<file path="src/rtl/systolic_skew_feeder_pkg.sv">
// Shared definitions for the systolic feed/drain side: controller state
// encoding and the drain-latency derivation reused by the drain logic.
package systolic_skew_feeder_pkg;

  typedef enum logic [1:0] {
    IDLE  = 2'd0,
    FEED  = 2'd1,
    FLUSH = 2'd2,
    DONE  = 2'd3
  } feeder_state_e;

  // Cycles for the last operand pair to cross the array diagonal and be accumulated.
  function automatic int unsigned flush_len(input int unsigned h,
                                            input int unsigned w,
                                            input int unsigned pe_lat);
    return (h - 1) + (w - 1) + pe_lat;
  endfunction

endpackage

</file>
<file path="src/rtl/skew_delay_line.sv">
// DEPTH-stage shift register with asynchronous active-low clear;
// DEPTH=0 degenerates to a plain wire.
module skew_delay_line #(
  parameter int unsigned WIDTH = 16,
  parameter int unsigned DEPTH = 1
) (
  input  logic             clk,
  input  logic             rst_n,
  input  logic [WIDTH-1:0] d_i,
  output logic [WIDTH-1:0] q_o
);

  if (DEPTH == 0) begin : g_wire
    logic unused_clk_rst;
    assign unused_clk_rst = clk ^ rst_n;
    assign q_o = d_i;
  end else begin : g_shift
    logic [WIDTH-1:0] sr_q [DEPTH];

    always_ff @(posedge clk or negedge rst_n) begin
      if (!rst_n) begin
        for (int unsigned s = 0; s < DEPTH; s++) sr_q[s] <= '0;
      end else begin
        sr_q[0] <= d_i;
        for (int unsigned s = 1; s < DEPTH; s++) sr_q[s] <= sr_q[s-1];
      end
    end

    assign q_o = sr_q[DEPTH-1];
  end

endmodule

</file>
<file path="src/rtl/systolic_skew_feeder.sv">
// West/north operand feeder for the systolic array: sequences a K-length job
// and skews A rows / B columns into diagonal wavefronts.
module systolic_skew_feeder
  import systolic_skew_feeder_pkg::*;
#(
  parameter int unsigned WIDTH      = 16,
  parameter int unsigned ARR_HEIGHT = 4,
  parameter int unsigned ARR_WIDTH  = 4,
  parameter int unsigned K_BITS     = 8,
  parameter int unsigned PE_LAT     = 1
) (
  input  logic                        clk,
  input  logic                        reset,
  input  logic                        start,
  input  logic [K_BITS-1:0]           k_len,
  input  logic [1:0]                  simd_in,
  input  logic                        op_valid,
  output logic                        op_ready,
  input  logic [ARR_HEIGHT*WIDTH-1:0] a_data,
  input  logic [ARR_WIDTH*WIDTH-1:0]  b_data,
  output logic [ARR_HEIGHT*WIDTH-1:0] out_a,
  output logic [ARR_WIDTH*WIDTH-1:0]  out_b,
  output logic [1:0]                  SIMD_control,
  output logic                        busy,
  output logic                        done
);

  localparam int unsigned FLUSH_LEN = flush_len(ARR_HEIGHT, ARR_WIDTH, PE_LAT);
  localparam int unsigned K_MAX     = (32'd1 << K_BITS) - 32'd1;
  localparam int unsigned CNT_MAX   = (K_MAX > FLUSH_LEN) ? K_MAX : FLUSH_LEN;
  localparam int unsigned CNT_W     = $clog2(CNT_MAX + 1);

  feeder_state_e state_q, state_d;
  logic [K_BITS-1:0]           k_len_q, k_len_d;
  logic [1:0]                  simd_q, simd_d;
  logic [CNT_W-1:0]            k_cnt_q, k_cnt_d;
  logic [CNT_W-1:0]            flush_cnt_q, flush_cnt_d;
  logic                        done_q, done_d;
  logic [ARR_HEIGHT*WIDTH-1:0] a_s0_q, a_s0_d;
  logic [ARR_WIDTH*WIDTH-1:0]  b_s0_q, b_s0_d;
  logic                        xfer;
  logic                        k_last;

  assign xfer   = op_valid && (state_q == FEED);
  assign k_last = (k_cnt_q == (CNT_W'(k_len_q) - CNT_W'(1)));

  always_comb begin
    state_d     = state_q;
    k_len_d     = k_len_q;
    simd_d      = simd_q;
    k_cnt_d     = k_cnt_q;
    flush_cnt_d = flush_cnt_q;
    done_d      = (state_q == DONE);
    // Bubbles and drain cycles feed zeros, which leave the MACs unchanged.
    a_s0_d      = xfer ? a_data : '0;
    b_s0_d      = xfer ? b_data : '0;

    case (state_q)
      IDLE: begin
        if (start) begin
          k_len_d     = k_len;
          simd_d      = simd_in;
          k_cnt_d     = '0;
          flush_cnt_d = '0;
          state_d     = (k_len == '0) ? DONE : FEED;
        end
      end
      FEED: begin
        if (xfer) begin
          k_cnt_d = k_cnt_q + CNT_W'(1);
          if (k_last) begin
            flush_cnt_d = '0;
            state_d     = FLUSH;
          end
        end
      end
      FLUSH: begin
        if (flush_cnt_q == CNT_W'(FLUSH_LEN - 1)) state_d = DONE;
        else flush_cnt_d = flush_cnt_q + CNT_W'(1);
      end
      DONE:    state_d = IDLE;
      default: state_d = IDLE;
    endcase
  end

  always_ff @(posedge clk or negedge reset) begin
    if (!reset) begin
      state_q     <= IDLE;
      k_len_q     <= '0;
      simd_q      <= '0;
      k_cnt_q     <= '0;
      flush_cnt_q <= '0;
      done_q      <= 1'b0;
      a_s0_q      <= '0;
      b_s0_q      <= '0;
    end else begin
      state_q     <= state_d;
      k_len_q     <= k_len_d;
      simd_q      <= simd_d;
      k_cnt_q     <= k_cnt_d;
      flush_cnt_q <= flush_cnt_d;
      done_q      <= done_d;
      a_s0_q      <= a_s0_d;
      b_s0_q      <= b_s0_d;
    end
  end

  assign op_ready     = (state_q == FEED);
  assign busy         = (state_q == FEED) || (state_q == FLUSH);
  assign done         = done_q;
  assign SIMD_control = simd_q;

  // Stage 0 is the shared input register; lane n adds n further stages.
  for (genvar i = 0; i < ARR_HEIGHT; i++) begin : g_a_lane
    skew_delay_line #(.WIDTH(WIDTH), .DEPTH(i)) u_dly (
      .clk   (clk),
      .rst_n (reset),
      .d_i   (a_s0_q[i*WIDTH +: WIDTH]),
      .q_o   (out_a[i*WIDTH +: WIDTH])
    );
  end

  for (genvar j = 0; j < ARR_WIDTH; j++) begin : g_b_lane
    skew_delay_line #(.WIDTH(WIDTH), .DEPTH(j)) u_dly (
      .clk   (clk),
      .rst_n (reset),
      .d_i   (b_s0_q[j*WIDTH +: WIDTH]),
      .q_o   (out_b[j*WIDTH +: WIDTH])
    );
  end

endmodule
</file>
<file path="config.mk">
export PLATFORM = sky130hd
export DESIGN_NAME = systolic_skew_feeder
export DESIGN_NICKNAME = d
export VERILOG_FILES = /design/src/rtl/systolic_skew_feeder_pkg.sv /design/src/rtl/skew_delay_line.sv /design/src/rtl/systolic_skew_feeder.sv
export SDC_FILE = /design/constraint.sdc
export NUM_CORES = 1
export LEC_CHECK = 0
export ABC_CLOCK_PERIOD_IN_PS = 2200
export CORE_MARGIN = 5
export CORE_UTILIZATION = 44
export DETAILED_ROUTE_END_ITERATION = 16
export HOLD_SLACK_MARGIN = 0.03
export PLACE_DENSITY = 0.75
export SETUP_SLACK_MARGIN = 0.1
export SLEW_MARGIN = 20
export SYNTH_ARGS = -nofsm -noshare
export SYNTH_HDL_FRONTEND = slang
export SYNTH_SLANG_ARGS = --single-unit
</file>
<file path="constraint.sdc">
create_clock -name clk -period 2.2 [get_ports clk]
set_input_delay 0.66 -clock clk [delete_from_list [all_inputs] [get_ports clk]]
set_output_delay 0.66 -clock clk [all_outputs]
set_load 0.02 [all_outputs]
</file>
; Word level (Yosys, flattened, before mapping)
; Cells that the tools add are included.
[totals]
in_bits = 142
reg_bits = 349
out_inout_bits = 133
[classes]
n_mux = 15
n_reduce_logical = 10
n_addsub = 3
eq_ne = 10
[op_table]
columns = op, n
row1 = 64-bit 2-to-1 mux, 2
row2 = 8-bit 2-to-1 mux, 5
row3 = 8-bit one-hot mux with 3 select lines, 1
row4 = 8-bit by 1-bit adder with 8-bit output (second input constant), 2
row5 = 8-bit one-hot mux with 2 select lines, 1
row6 = 2-bit 2-to-1 mux, 5
row7 = 8-bit by 3-bit equality test with 1-bit output (second input constant), 1
row8 = 8-bit equality test, 1
row9 = 8-bit zero test, 1
row10 = 2-bit one-hot mux with 4 select lines, 1
row11 = 8-bit by 1-bit subtractor with 8-bit output (second input constant), 1
row12 = 2-bit inequality test (second input constant), 3
row13 = 5-bit AND reduction, 1
row14 = 2-bit equality test (second input constant), 2
row15 = 2-bit by 1-bit inequality test with 1-bit output (second input constant), 2
row16 = 4-bit AND reduction, 1
row17 = 3-bit AND reduction, 1
row18 = 3-bit nonzero test, 1
row19 = 2-bit by 1-bit equality test with 1-bit output (second input constant), 1
row20 = 2-bit zero test, 1
row21 = 2-bit AND reduction, 1
row22 = 2-bit nonzero test, 1
row23 = 1-bit logical AND, 1
row24 = 1-bit logical OR, 1

; Longest topological paths before layout
[depth]
ltp_word = 5
depth_mapped = 10
mapped_depth_nobuf = 9

; Cells and area by module
; Synthesis repeated with hierarchy kept, for this count alone.
[unflattened]
cells_unflattened = 768
area_unflattened_um2 = 11508.5
[modules_own_cells]
columns = module, area_each_um2, instances, cells_per_inst
row1 = systolic_skew_feeder, 5983.2, 1, 480
row2 = skew_delay_line at g_a_lane[3].u_dly ..., 1321.3, 2, 64
row3 = skew_delay_line at g_a_lane[2].u_dly ..., 920.9, 2, 48
row4 = skew_delay_line at g_a_lane[1].u_dly ..., 400.4, 2, 16
row5 = skew_delay_line at g_a_lane[0].u_dly ..., 120.1, 2, 16

; Least setup slack after synthesis
; OpenSTA, ideal clock, no wires.
[synth_path]
kind = reg2reg
from = register k_len_q[0]
to = register flush_cnt_q[0]
arrival_time_ns = 2.330
stages_incl_launch_ff = 10
setup_ns = 0.124
synth_period_minus_slack_ns = 2.454
setup_slack_ns = -0.254
cell_sequence = dfrtp_1 -> inv_1 -> ha_1 -> nand2b_1 -> a21oi_1 -> a311o_1 -> a2111oi_4 -> o22ai_2 -> or3_1 -> a211o_1
[synth_between]
elab_chain_cells = 4
[synth_lines]
columns = element, line_no
row1 = start: declaration, systolic_skew_feeder.sv:34  ; logic [K_BITS-1:0] k_len_q, k_len_d;
row2 = start signal: assignment, systolic_skew_feeder.sv:98  ; k_len_q <= k_len_d;
row3 = 8-bit by 1-bit subtractor with 8-bit output, systolic_skew_feeder.sv:45  ; assign k_last = (k_cnt_q == (CNT_W'(k_len_q) - CNT_W'(1)));
row4 = 8-bit equality test, systolic_skew_feeder.sv:45
row5 = 2-bit by 1-bit inequality test with 1-bit output (no line), --
row6 = 5-bit AND reduction (no line), --
row7 = end signal: assignment, systolic_skew_feeder.sv:101  ; flush_cnt_q <= flush_cnt_d;
row8 = end: declaration, systolic_skew_feeder.sv:37  ; logic [CNT_W-1:0] flush_cnt_q, flush_cnt_d;
; No other way between the ends.
; A chain may end at the register's enable or synchronous reset.

; Worst setup path in the final report
; Same ends and word-level chain as after synthesis.

==> reports/summary.txt <==
Status: complete, but fails checks
Violations in the final reports: setup timing
Clk slew on worst S/H paths: 0.06 ns
Area growth from synthesis to layout: 33.1%
HP Start: b_s0_q[54]$_DFF_PN0_
Period utilization: 105%
Clock sink count: 349
Final Util: 59.9%
Rows: 58
Dpl hpwl: 16.1 mm
Worst-Margin Slew: 0.601 ns
Max VDD drop: 1.16 mV
Total gr overflow: 0
Slew margin rel.: 59.8%
Worst Slack Setup Final: -0.119 ns
Hold WC Path Type: reg -> reg
WHS Endpoint: g_b_lane[3].u_dly.g_shift.sr_q[38]$_DFF_PN0_
Vias in the first global route: 6863
First-pass GRT wire length: 37.6 mm
Sequential fraction of the synthesis area: 76.7%
Synth Instances: 754
Synth cell types: 39
Most used routing layer: met2
Post-Syn Area: 11400 um2
WP data arrival: 2.70 ns
Die W: 171 um
Port buffer count: 274
Clk Tree Root Cell: clkbuf_16
Initial DRC Count: 349
Crit start category: flop
Worst hold slack: 0.327 ns
Worst-Skew Late Latency: 0.51 ns
CTS tree: done
#FFs+latches synth: 349
Diode count: 0
Worst r2r src: k_len_q[0]$_DFFE_PN0P_
Asr flop ratio synth: 100%
Pwr dens: 1160 nW/um2
Pleak: 0.00833 uW
Post-Syn Nets: 905
Max Clk Rate: 431 MHz
Ys Warns: 0
WL/cell: 18.2 um
Die height: 171 um
Area contributors post-synth: dfrtp_1, and3_1, buf_4
Cell taking the most area after synthesis: dfrtp_1
Fin crit period: 2.32 ns
Reg2reg path depth: 9
Layout Skew: 0.0225 ns
CTS Buf Count: 35
Initial DRT Pass Iterations: 4
CTS Buffer Depth: 3
Met1 Use GR: 21.0%
Hold Vio Cnt, Final: 0
Residual DRC: 0
Cell count of the worst hold path: 0
Core area: 25300 um2
Routed vias: 6318
Initial antenna violation count: 2
Antenna Nets Post-Route: 0
Top-area cell type share of the netlist area: 76.7%
Met3 usage: 4.67%
GP Congestion: 0.795
Post-synth top flop: dfrtp_1
DR vias/cell: 4.76
All-Layer GR Usage: 16.4%
Worst Setup End Kind: flop
Met2 Usage GRT: 27.5%
Max Transition Viols Final: 0
Setup slack, reg-to-reg: -0.12 ns
Layout Nets: 1127
Total power after layout: 17500 uW
EDFF count, synth: 0
H-Tree Depth: 2
Max-cap violations: 0
Req. time, crit path: 2.58 ns
Final setup violation count: 7
DIE AREA: 29200 um2
Setup Crit Path Kind: reg -> reg
CP max FO: 6
Initial Util: 45.0%
RSZ-0062 raised after global routing: true
Pin count of the biggest net entering global routing: 134
Critical R2R Capture: flush_cnt_q[0]$_DFFE_PN0P_
# IOs: 275
Mean Syn Cell Area: 15.1 um2
Final WL: 24.1 mm
Share of layout cells above drive strength 1: 12.7%
[power breakdown]
group	internal, uW	leakage, uW	switching [uW]
registers	7520	0.00473	403
clock network	3390	0.000548	2290
logic	1730	0.00305	2220
total	12600	0.00833	4910
[Yosys cell counts (4+ instances only)]
cell        n
xor2_1      7
nor2b_1     5
nand2_1    10
nand2b_1    5
o21ai_0    14
nor3_1      6
nor4_1      5
nand3b_1    4
or3_1       4
buf_4      96
ha_1        9
clkbuf_1   31
a21oi_1     4
mux2_2     10
and3_1    132
xnor2_1     7
dfrtp_1   349
nand3_1    12
nor2_1     12
inv_1       9
[worst max-delay path, cell delays in order, from the launching register on]
cell,delay (ns)
dfrtp_1,0.38
inv_2,0.07
ha_4,0.15
nand2b_4,0.13
a21oi_2,0.05
a311o_1,0.31
a2111oi_4,0.32
o22ai_2,0.16
or3_4,0.35
a211o_1,0.29
[logic make-up (layout without fill, tap and decap cells)]
group                    Yosys count  after routing  share of synthesized area (%)
AO/OA/AOI/OAI                     31             31                           1.91
XOR/XNOR                          14             14                           1.08
adder cells (fa/ha/maj)            9              9                          0.988
buffers and inverters            137            380                           7.69
flip-flops                       349            349                           76.7
multiplexers                      11             11                           1.08
AND/OR/NAND/NOR                  203            203                           10.6
[metrics by stage]
stage / instances / worst slack, ns / TNS (ns) / instance area [um2]
after global placement: 1264 / -0.185 / -1.12 / 14100
after detailed placement: 1264 / -0.259 / -1.91 / 14100
after global routing: 1327 / -0.209 / -1.50 / 15200
after CTS: 1325 / -0.127 / -0.473 / 15100
final: 1327 / -0.119 / -0.439 / 15200
after floorplan: 754 / -0.0819 / -0.119 / 11400
[worst max path at each step]
stage | from | to | slack, ns | cells after the start
2_1_floorplan | k_len_q[0]$_DFFE_PN0P_ | flush_cnt_q[0]$_DFFE_PN0P_ | -0.08 | 9
3_3_place_gp | start | k_cnt_q[6]$_DFFE_PN0P_ | -0.18 | 8
3_5_place_dp | start | k_cnt_q[5]$_DFFE_PN0P_ | -0.26 | 7
4_1_cts | k_len_q[0]$_DFFE_PN0P_ | flush_cnt_q[0]$_DFFE_PN0P_ | -0.13 | 9
5_1_grt | k_len_q[1]$_DFFE_PN0P_ | flush_cnt_q[6]$_DFFE_PN0P_ | -0.21 | 10
6_report | k_len_q[0]$_DFFE_PN0P_ | flush_cnt_q[0]$_DFFE_PN0P_ | -0.12 | 9
[flip-flops by register name, indices dropped and copies added, names as in the netlist, 48 cells and up]
signal	cells
a_s0_q	64
b_s0_q	64
g_a_lane.u_dly.q_o	48
g_a_lane.u_dly.g_shift.sr_q	48
g_b_lane.u_dly.q_o	48
g_b_lane.u_dly.g_shift.sr_q	48
[layer usage]
metal	wire length, um	share of wire, %	vias to the layer above
li1	-	-	2853
met1	9640	40	3200
met2	12000	50	208
met3	1740	7.2	53
met4	695	2.9	4
met5	34	0.14	-
[layout make-up]
cell class,instances,area [um2]
inverters,9,36.3
clock inverters,6,70.1
well taps,330,413
flip-flops and latches,349,8730
clock buffers,52,1040
repair buffers,313,2970
multi-input cells,268,1900
fillers,1962,10200
[layout by cell type (no fill, tap or decap), types with 2 or more instances in the layout]
| master | synthesis | final |
|---|---|---|
| a21oi_1 | 4 | 2 |
| a21oi_2 | 0 | 2 |
| a31oi_1 | 2 | 2 |
| and3_1 | 132 | 132 |
| buf_12 | 0 | 5 |
| buf_4 | 96 | 35 |
| clkbuf_1 | 31 | 8 |
| clkbuf_16 | 0 | 36 |
| clkbuf_8 | 0 | 8 |
| clkdlybuf4s50_1 | 0 | 139 |
| clkinv_2 | 0 | 3 |
| dfrtp_1 | 349 | 349 |
| dlygate4sd2_1 | 0 | 121 |
| dlymetal6s2s_1 | 0 | 10 |
| ha_1 | 9 | 6 |
| ha_4 | 0 | 3 |
| inv_1 | 9 | 4 |
| inv_2 | 0 | 4 |
| mux2_2 | 10 | 10 |
| nand2_1 | 10 | 10 |
| nand2b_1 | 5 | 4 |
| nand3_1 | 12 | 11 |
| nand3b_1 | 4 | 4 |
| nand4_1 | 2 | 2 |
| nor2_1 | 12 | 11 |
| nor2b_1 | 5 | 5 |
| nor3_1 | 6 | 5 |
| nor4_1 | 5 | 5 |
| o21ai_0 | 14 | 9 |
| o21ai_1 | 0 | 3 |
| o21ai_2 | 0 | 2 |
| or3_1 | 4 | 2 |
| or3_4 | 0 | 2 |
| xnor2_1 | 7 | 7 |
| xor2_1 | 7 | 7 |
[repair_timing]
| action | in CTS | in global routing |
|---|---|---|
| gates resized for setup | 142 | 23 |
| setup buffers | 2 | 2 |
| hold buffers | 1 | 0 |
| endpoints found under the setup margin | 133 | 25 |
| pin swaps | 7 | 4 |
| hold endpoints to repair | 20 | 0 |
(Power assumes the default switching activity.)
